===== src/rtl/dvi_tx_pkg.sv =====
// Shared types and constants for the DVI transmit timing generator:
// FSM state and raster region enums, the colour bar palette, and
// small decode helpers.
package dvi_tx_pkg;

  typedef enum logic [1:0] {
    ST_IDLE  = 2'd0,
    ST_RUN   = 2'd1,
    ST_DRAIN = 2'd2
  } state_e;

  typedef enum logic [1:0] {
    RG_ACTIVE = 2'd0,
    RG_FP     = 2'd1,
    RG_SYNC   = 2'd2,
    RG_BP     = 2'd3
  } region_e;

  localparam logic [23:0] BAR_WHITE   = 24'hFFFFFF;
  localparam logic [23:0] BAR_YELLOW  = 24'hFFFF00;
  localparam logic [23:0] BAR_CYAN    = 24'h00FFFF;
  localparam logic [23:0] BAR_GREEN   = 24'h00FF00;
  localparam logic [23:0] BAR_MAGENTA = 24'hFF00FF;
  localparam logic [23:0] BAR_RED     = 24'hFF0000;
  localparam logic [23:0] BAR_BLUE    = 24'h0000FF;
  localparam logic [23:0] BAR_BLACK   = 24'h000000;

  // Bar index to RGB colour, left to right across the active line.
  function automatic logic [23:0] bar_colour(input logic [2:0] idx);
    logic [23:0] c;
    case (idx)
      3'd0:    c = BAR_WHITE;
      3'd1:    c = BAR_YELLOW;
      3'd2:    c = BAR_CYAN;
      3'd3:    c = BAR_GREEN;
      3'd4:    c = BAR_MAGENTA;
      3'd5:    c = BAR_RED;
      3'd6:    c = BAR_BLUE;
      default: c = BAR_BLACK;
    endcase
    return c;
  endfunction

  // Classify a line/frame counter position: active, front porch, sync, back porch.
  function automatic region_e region_of(input int cnt, input int act,
                                        input int fp, input int sync);
    region_e r;
    if (cnt < act)                 r = RG_ACTIVE;
    else if (cnt < act + fp)       r = RG_FP;
    else if (cnt < act + fp + sync) r = RG_SYNC;
    else                           r = RG_BP;
    return r;
  endfunction

endpackage


===== src/rtl/dvi_tx_bar_gen.sv =====
// Eight-bar colour pattern generator. A BAR_W down-counter and a 3-bit
// bar index walk across the active line; both reload at line start, so no
// divider is needed. colour_o is combinational for the current h position
// and is registered by the parent together with the sync decode.
// Optional: DVI_TX_TPG_SCROLL_EN makes the reload point a per-frame offset
// that advances by one pixel at each frame wrap, scrolling the bars left.
module dvi_tx_bar_gen
  import dvi_tx_pkg::*;
#(
  parameter int H_ACTIVE = 1920
) (
  input  logic        clk_i,
  input  logic        rst_i,
  input  logic        idle_i,
  input  logic        line_start_i,
  input  logic        active_i,
`ifdef DVI_TX_TPG_SCROLL_EN
  input  logic        frame_wrap_i,
`endif
  output logic [23:0] colour_o
);

  localparam int BAR_W = H_ACTIVE / 8;
  localparam int CW    = (BAR_W > 1) ? $clog2(BAR_W) : 1;
  localparam logic [CW-1:0] CNT_MAX = CW'(BAR_W - 1);

  logic [2:0]    idx_q, cur_idx, load_idx;
  logic [CW-1:0] cnt_q, cur_cnt, load_cnt;

`ifdef DVI_TX_TPG_SCROLL_EN
  // The offset is kept as a (bar index, pixels left in bar) pair so it
  // loads straight into the bar counters; the 3-bit index wraps modulo 8
  // bars, which is modulo H_ACTIVE pixels.
  logic [2:0]    off_idx_q;
  logic [CW-1:0] off_cnt_q;

  // Scroll offset: cleared while idle, advanced one pixel per frame wrap.
  always_ff @(posedge clk_i or posedge rst_i) begin
    if (rst_i) begin
      off_idx_q <= 3'd0;
      off_cnt_q <= CNT_MAX;
    end else if (idle_i) begin
      off_idx_q <= 3'd0;
      off_cnt_q <= CNT_MAX;
    end else if (frame_wrap_i) begin
      if (off_cnt_q == '0) begin
        off_cnt_q <= CNT_MAX;
        off_idx_q <= off_idx_q + 3'd1;
      end else begin
        off_cnt_q <= off_cnt_q - 1'b1;
      end
    end
  end

  assign load_idx = off_idx_q;
  assign load_cnt = off_cnt_q;
`else
  assign load_idx = 3'd0;
  assign load_cnt = CNT_MAX;
`endif

  // At line start the load value applies to this very pixel.
  assign cur_idx  = line_start_i ? load_idx : idx_q;
  assign cur_cnt  = line_start_i ? load_cnt : cnt_q;
  assign colour_o = bar_colour(cur_idx);

  // Bar position for the next pixel; steps only across active pixels.
  always_ff @(posedge clk_i or posedge rst_i) begin
    if (rst_i) begin
      idx_q <= 3'd0;
      cnt_q <= CNT_MAX;
    end else if (idle_i) begin
      idx_q <= 3'd0;
      cnt_q <= CNT_MAX;
    end else if (active_i) begin
      if (cur_cnt == '0) begin
        cnt_q <= CNT_MAX;
        idx_q <= cur_idx + 3'd1;
      end else begin
        cnt_q <= cur_cnt - 1'b1;
        idx_q <= cur_idx;
      end
    end
  end

endmodule


===== src/rtl/dvi_tx_timing_gen.sv =====
// DVI raster timing generator with colour bar test pattern.
// A run/stop FSM (IDLE/RUN/DRAIN) starts output at (0,0) and only stops on a
// frame wrap, so a partial frame is never emitted. Outputs are registered
// one cycle after the counters they decode; busy reflects the state register.
// Optional: DVI_TX_TPG_SCROLL_EN scrolls the bars one pixel left per frame.
module dvi_tx_timing_gen
  import dvi_tx_pkg::*;
#(
  parameter int   H_ACTIVE = 1920,
  parameter int   H_FP     = 88,
  parameter int   H_SYNC   = 44,
  parameter int   H_BP     = 148,
  parameter int   V_ACTIVE = 1080,
  parameter int   V_FP     = 4,
  parameter int   V_SYNC   = 5,
  parameter int   V_BP     = 36,
  parameter logic HS_POL   = 1'b1,
  parameter logic VS_POL   = 1'b1
) (
  input  logic        pixel_clock,
  input  logic        reset,
  input  logic        run,
  output logic        den,
  output logic        hsync,
  output logic        vsync,
  output logic [23:0] pixel_data,
  output logic        frame_start,
  output logic        busy
);

  localparam int H_TOTAL = H_ACTIVE + H_FP + H_SYNC + H_BP;
  localparam int V_TOTAL = V_ACTIVE + V_FP + V_SYNC + V_BP;
  localparam int HW      = $clog2(H_TOTAL);
  localparam int VW      = $clog2(V_TOTAL);

  state_e        state_q;
  logic [HW-1:0] h_cnt_q;
  logic [VW-1:0] v_cnt_q;

  logic          running, h_wrap, v_wrap, frame_wrap, line_start, h_act;
  region_e       h_reg, v_reg;
  logic [23:0]   colour;

  logic          den_d, hsync_d, vsync_d, frame_start_d;
  logic [23:0]   pixel_data_d;

  logic          den_q, hsync_q, vsync_q, frame_start_q;
  logic [23:0]   pixel_data_q;

  assign running    = (state_q != ST_IDLE);
  assign h_wrap     = (int'(h_cnt_q) == H_TOTAL - 1);
  assign v_wrap     = (int'(v_cnt_q) == V_TOTAL - 1);
  assign frame_wrap = h_wrap && v_wrap;
  assign h_reg      = region_of(int'(h_cnt_q), H_ACTIVE, H_FP, H_SYNC);
  assign v_reg      = region_of(int'(v_cnt_q), V_ACTIVE, V_FP, V_SYNC);
  assign line_start = running && (h_cnt_q == '0);
  assign h_act      = running && (h_reg == RG_ACTIVE);

  // Run/stop FSM and raster counters; counters hold at (0,0) while idle.
  always_ff @(posedge pixel_clock or posedge reset) begin
    if (reset) begin
      state_q <= ST_IDLE;
      h_cnt_q <= '0;
      v_cnt_q <= '0;
    end else begin
      case (state_q)
        ST_IDLE: begin
          h_cnt_q <= '0;
          v_cnt_q <= '0;
          if (run) state_q <= ST_RUN;
        end
        ST_RUN: begin
          // Stop requested exactly on the wrap: the frame is already complete.
          if (!run) state_q <= frame_wrap ? ST_IDLE : ST_DRAIN;
        end
        ST_DRAIN: begin
          if (run)             state_q <= ST_RUN;
          else if (frame_wrap) state_q <= ST_IDLE;
        end
        default: state_q <= ST_IDLE;
      endcase
      if (running) begin
        h_cnt_q <= h_wrap ? '0 : h_cnt_q + 1'b1;
        if (h_wrap) v_cnt_q <= v_wrap ? '0 : v_cnt_q + 1'b1;
      end
    end
  end

  dvi_tx_bar_gen #(
    .H_ACTIVE     (H_ACTIVE)
  ) u_bar_gen (
    .clk_i        (pixel_clock),
    .rst_i        (reset),
    .idle_i       (!running),
    .line_start_i (line_start),
    .active_i     (h_act),
`ifdef DVI_TX_TPG_SCROLL_EN
    .frame_wrap_i (frame_wrap),
`endif
    .colour_o     (colour)
  );

  // Decode the current counter position into next-cycle pin values.
  always_comb begin
    den_d         = running && (h_reg == RG_ACTIVE) && (v_reg == RG_ACTIVE);
    hsync_d       = (running && (h_reg == RG_SYNC)) ? HS_POL : ~HS_POL;
    vsync_d       = (running && (v_reg == RG_SYNC)) ? VS_POL : ~VS_POL;
    frame_start_d = running && (h_cnt_q == '0) && (v_cnt_q == '0);
    pixel_data_d  = den_d ? colour : 24'h000000;
  end

  // Output registers keep den, syncs and pixel data mutually aligned.
  always_ff @(posedge pixel_clock or posedge reset) begin
    if (reset) begin
      den_q         <= 1'b0;
      hsync_q       <= ~HS_POL;
      vsync_q       <= ~VS_POL;
      frame_start_q <= 1'b0;
      pixel_data_q  <= 24'h000000;
    end else begin
      den_q         <= den_d;
      hsync_q       <= hsync_d;
      vsync_q       <= vsync_d;
      frame_start_q <= frame_start_d;
      pixel_data_q  <= pixel_data_d;
    end
  end

  assign den         = den_q;
  assign hsync       = hsync_q;
  assign vsync       = vsync_q;
  assign frame_start = frame_start_q;
  assign pixel_data  = pixel_data_q;
  assign busy        = running;

endmodule


===== config.mk =====
export PLATFORM = sky130hd
export DESIGN_NAME = dvi_tx_timing_gen
export DESIGN_NICKNAME = d
export VERILOG_FILES = /design/src/rtl/dvi_tx_pkg.sv /design/src/rtl/dvi_tx_bar_gen.sv /design/src/rtl/dvi_tx_timing_gen.sv
export SDC_FILE = /design/constraint.sdc
export NUM_CORES = 1
export LEC_CHECK = 0
export CORE_MARGIN = 1.5
export CORE_UTILIZATION = 50
export DETAILED_ROUTE_END_ITERATION = 6
export PLACE_DENSITY = 0.76
export SLEW_MARGIN = 5
export SYNTH_ARGS = -nofsm -noshare
export SYNTH_HDL_FRONTEND = slang
export SYNTH_SLANG_ARGS = --single-unit

===== constraint.sdc =====
create_clock -name pixel_clock -period 2.3 [get_ports pixel_clock]
set_input_delay 0.46 -clock pixel_clock [delete_from_list [all_inputs] [get_ports pixel_clock]]
set_output_delay 0.46 -clock pixel_clock [all_outputs]
set_load 0.01 [all_outputs]

==> metrics.md <==
| Metric | Value |
|---|---|
| Post-synth EDFFs | `0` |
| Residual DRC | `0` |
| Die Span Y | `between 70 and 80 µm` |
| Clock transition at path regs | `0.08 ns` |
| RD Place Congestion | `0.846` |
| Unrepaired setup endpoints after global routing | `yes` |
| R2R setup slack | `around 0.04 ns` |
| CP Cell Sequence | `inv_1 -> ha_2 -> nor4b_4 -> and4_4 -> nor2_2 -> ha_2 -> and3_1 -> or4_1 -> a22o_1` |
| Core Util, Final | `59.8%` |
| Minimum clock period | `roughly 2.3 ns` |
| Flops & latches, synth | `43` |
| Worst Path Required | `2.53 ns` |
| Clock root buffer | `clkbuf_8` |
| FMAX | `approximately 0.44 GHz` |
| Syn Nets | `286` |
| Initial Utilization | `about half` |
| R2R Path Start | `h_cnt_q[1]$_DFF_PP0_` |
| Placement-stage cell area | `2870 µm²` |
| Worst-margin pin slew | `0.631 ns` |
| Site row count | `26` |
| Slowest stage delay, CP | `approximately 0.46 ns` |
| CP arrival | `~2.5 ns` |
| Max-cap viol count | `0` |
| Ys flop type | `dfrtp_1` |
| Worst VDD drop | `around 0.00026 V` |
| Via Count | `roughly 2200` |
| Top cells by area, synth | `dfrtp_1, buf_4, dfstp_2` |
| Vias in the first global route | `~1900` |
| Total GRT Usage | `20.1%` |
| Clock Path Buffers | `2` |
| Library cells used by synthesis | `54` |
| Post-route cell area | `between 3000 and 4000 µm²` |
| Filler Cells Inserted | `between 400 and 500` |
| Leak | `roughly 1.2 nW` |
| Worst-skew pair later-pin latency | `0.30 ns` |
| Synth top area share | `a little over a third` |
| DRT iter0 DRCs | `roughly 200` |
| Final Routed Wirelength | `5500 µm` |
| Die width | `about 75 µm` |
| RR Endpoint | `u_bar_gen.cnt_q[3]$_DFFE_PP1P_` |
| Die area | `roughly 5600 µm²` |
| CTS sink cnt | `43` |
| Yosys warnings | `0` |
| Gate Count Post-Synth | `276` |
| DRT Pass-1 Iters | `4` |
| CTS buffer count | `5` |
| R2R cell count | `9` |
| Synth Area per Inst | `approximately 9.4 µm²` |
| Routed len/inst | `approximately 15 µm` |
| GR Overflow Total | `0` |
| Final setup viols | `0` |
| Final ANT Viol Nets | `0` |
| Num ports | `32` |
| Worst setup path endpoint | `u_bar_gen.cnt_q[3]$_DFFE_PP1P_` |
| Nets | `310` |
| Reg area | `approximately 1100 µm²` |
| Fin. Hold Viols | `0` |
| Synth cell count leaders | `dfrtp_1, nor2_1, buf_4` |
| Layout cell share with drive strength beyond 1 | `between 10% and 20%` |
| Largest net degree at the start of global routing | `44` |
| CP max FO | `6` |
| Rel. slew slack | `a little under 60%` |
| Initial antenna violation count | `0` |
| Setup crit start kind | `register` |
| # port buffers | `31` |
| Met1 usage | `27.8%` |
| Most frequent CP cell | `ha_2` |
| Mapped Area | `between 2000 and 3000 µm²` |
| Count leader, synth | `dfrtp_1` |
| Vias per cell | `between 5 and 6` |
| Fin crit share | `a little over nine tenths` |
| CP Launch Point | `h_cnt_q[1]$_DFF_PP0_` |
| Global-route wire length before repair | `~8600 µm` |
| Hpwl dp | `approximately 3800 µm` |
| CP Class | `reg -> reg` |
| CTS tree | `done` |
| Busiest grt layer | `met2` |
| Outcome | `finished, final reports clean` |
| CP max stage cell | `or4_1` |
| Antenna diodes | `0` |
| Sequential area share after synthesis | `a little over two fifths` |
| Cell taking the most area after synthesis | `dfrtp_1` |
| Async set or reset register ratio after synthesis | `100%` |
| Area grow syn2layout | `16.3%` |
| Met3 Use GR | `4.55%` |
| Cell Pwr Density | `between 600 and 700 nW/µm²` |
| CTS H-tree lvls | `2` |
| Met2 usage | `between 30% and 40%` |
| Post-CTS Hold Buffers | `0` |
| Core region area | `5040 µm²` |
| Hold WC Path Type | `reg -> reg` |
| Final Skew | `0.00500 ns` |
| CP Capture Type | `register` |
| Max-slew violation total from the final report | `0` |
| Multi-input gate area | `approximately 1300 µm²` |
logic make-up after synthesis:
group           Yosys count  synth area share (%)
fa+ha+maj                 7                  3.38
buf+inv                  46                  11.3
simple gates            116                  25.2
compound gates           52                  14.2
xor+xnor                 11                  3.71
flops                    43                  41.8
mux                       1                 0.386
worst min-delay path by stage:
stage	startpoint	endpoint	slack, ns	cells past startpoint
after global placement	u_bar_gen.idx_q[0]$_DFFE_PP0P_	u_bar_gen.idx_q[0]$_DFFE_PP0P_	0.45	1
after CTS	u_bar_gen.idx_q[0]$_DFFE_PP0P_	u_bar_gen.idx_q[0]$_DFFE_PP0P_	0.47	1
after floorplan	u_bar_gen.idx_q[2]$_DFFE_PP0P_	pixel_data[15]$_DFF_PP0_	0.43	1
after global routing	u_bar_gen.idx_q[2]$_DFFE_PP0P_	pixel_data[15]$_DFF_PP0_	0.50	1
after detailed placement	u_bar_gen.idx_q[0]$_DFFE_PP0P_	u_bar_gen.idx_q[0]$_DFFE_PP0P_	0.46	1
final	u_bar_gen.idx_q[0]$_DFFE_PP0P_	u_bar_gen.idx_q[0]$_DFFE_PP0P_	0.47	1
cell usage in the layout (no fill, tap or decap), types with 4 or more instances in the layout:
| cell | netlist | layout |
|---|---|---|
| dfrtp_1 | 36 | 36 |
| clkdlybuf4s50_1 | 0 | 31 |
| nor2_1 | 30 | 28 |
| buf_4 | 25 | 18 |
| nand3_1 | 14 | 14 |
| nand2_1 | 14 | 14 |
| inv_1 | 14 | 13 |
| a31oi_1 | 13 | 13 |
| nor3_1 | 11 | 11 |
| a21oi_1 | 9 | 9 |
| xnor2_1 | 8 | 8 |
| nor4_1 | 8 | 8 |
| dfstp_2 | 7 | 7 |
| and3_1 | 6 | 6 |
| nand4_1 | 5 | 5 |
| o21ai_0 | 5 | 5 |
| clkbuf_8 | 0 | 5 |
| ha_1 | 7 | 4 |
critical path: cells and delay by family (launching register included):
kind	cells	cell delay [ns]
compound gates	1	0.19
simple gates	5	1.19
fa+ha+maj	2	0.34
buf+inv	1	0.07
flops	1	0.41
what timing repair did:
item | 4_1_cts | 5_1_grt
buffers inserted | 0 | 4
setup endpoints to repair | 1 | 4
pin swaps | 0 | 1
gates resized for setup | 1 | 6
gates cloned | 0 | 0
stage by stage:
stage	hold slack (ns)	worst slack (ns)	cells	power (mW)	setup TNS [ns]
floorplan	0.433	-0.0562	276	1.20	-0.0562
global placement	0.454	0.123	359	1.33	0
detailed placement	0.459	0.00678	359	1.34	0
CTS	0.470	0.0587	367	1.82	0
global route	0.498	-0.0321	371	1.96	-0.0466
finish	0.466	0.0405	371	1.87	0
power by group:
part | internal, mW | switching, mW
registers | 0.824 | 0.0581
logic | 0.260 | 0.242
clock network | 0.213 | 0.270
total | 1.30 | 0.570
per-layer routing:
metal | wire length, µm | part of all wire (%)
met5 | 0 | 0
met2 | 2570 | 47
met1 | 2610 | 47
met3 | 264 | 4.8
met4 | 68 | 1.2
flip-flops by register name (all words and copies together), names as in the netlist, 2 cells and up:
| register | flops |
|---|---|
| v_cnt_q | 11 |
| u_bar_gen.idx_q | 3 |
| u_bar_gen.cnt_q | 8 |
| h_cnt_q | 12 |
| pixel_data | 3 |
| state_q | 2 |
final cells by class:
class                      instances  area share (%)
timing repair buffer              49            14.8
inverter                          14            1.74
clock buffer                       6            2.41
multi-input combinational        187            41.8
sequential                        43            36.0
clock inverter                     2           0.415
tap                               70            2.90
(Power assumes the default switching activity.)
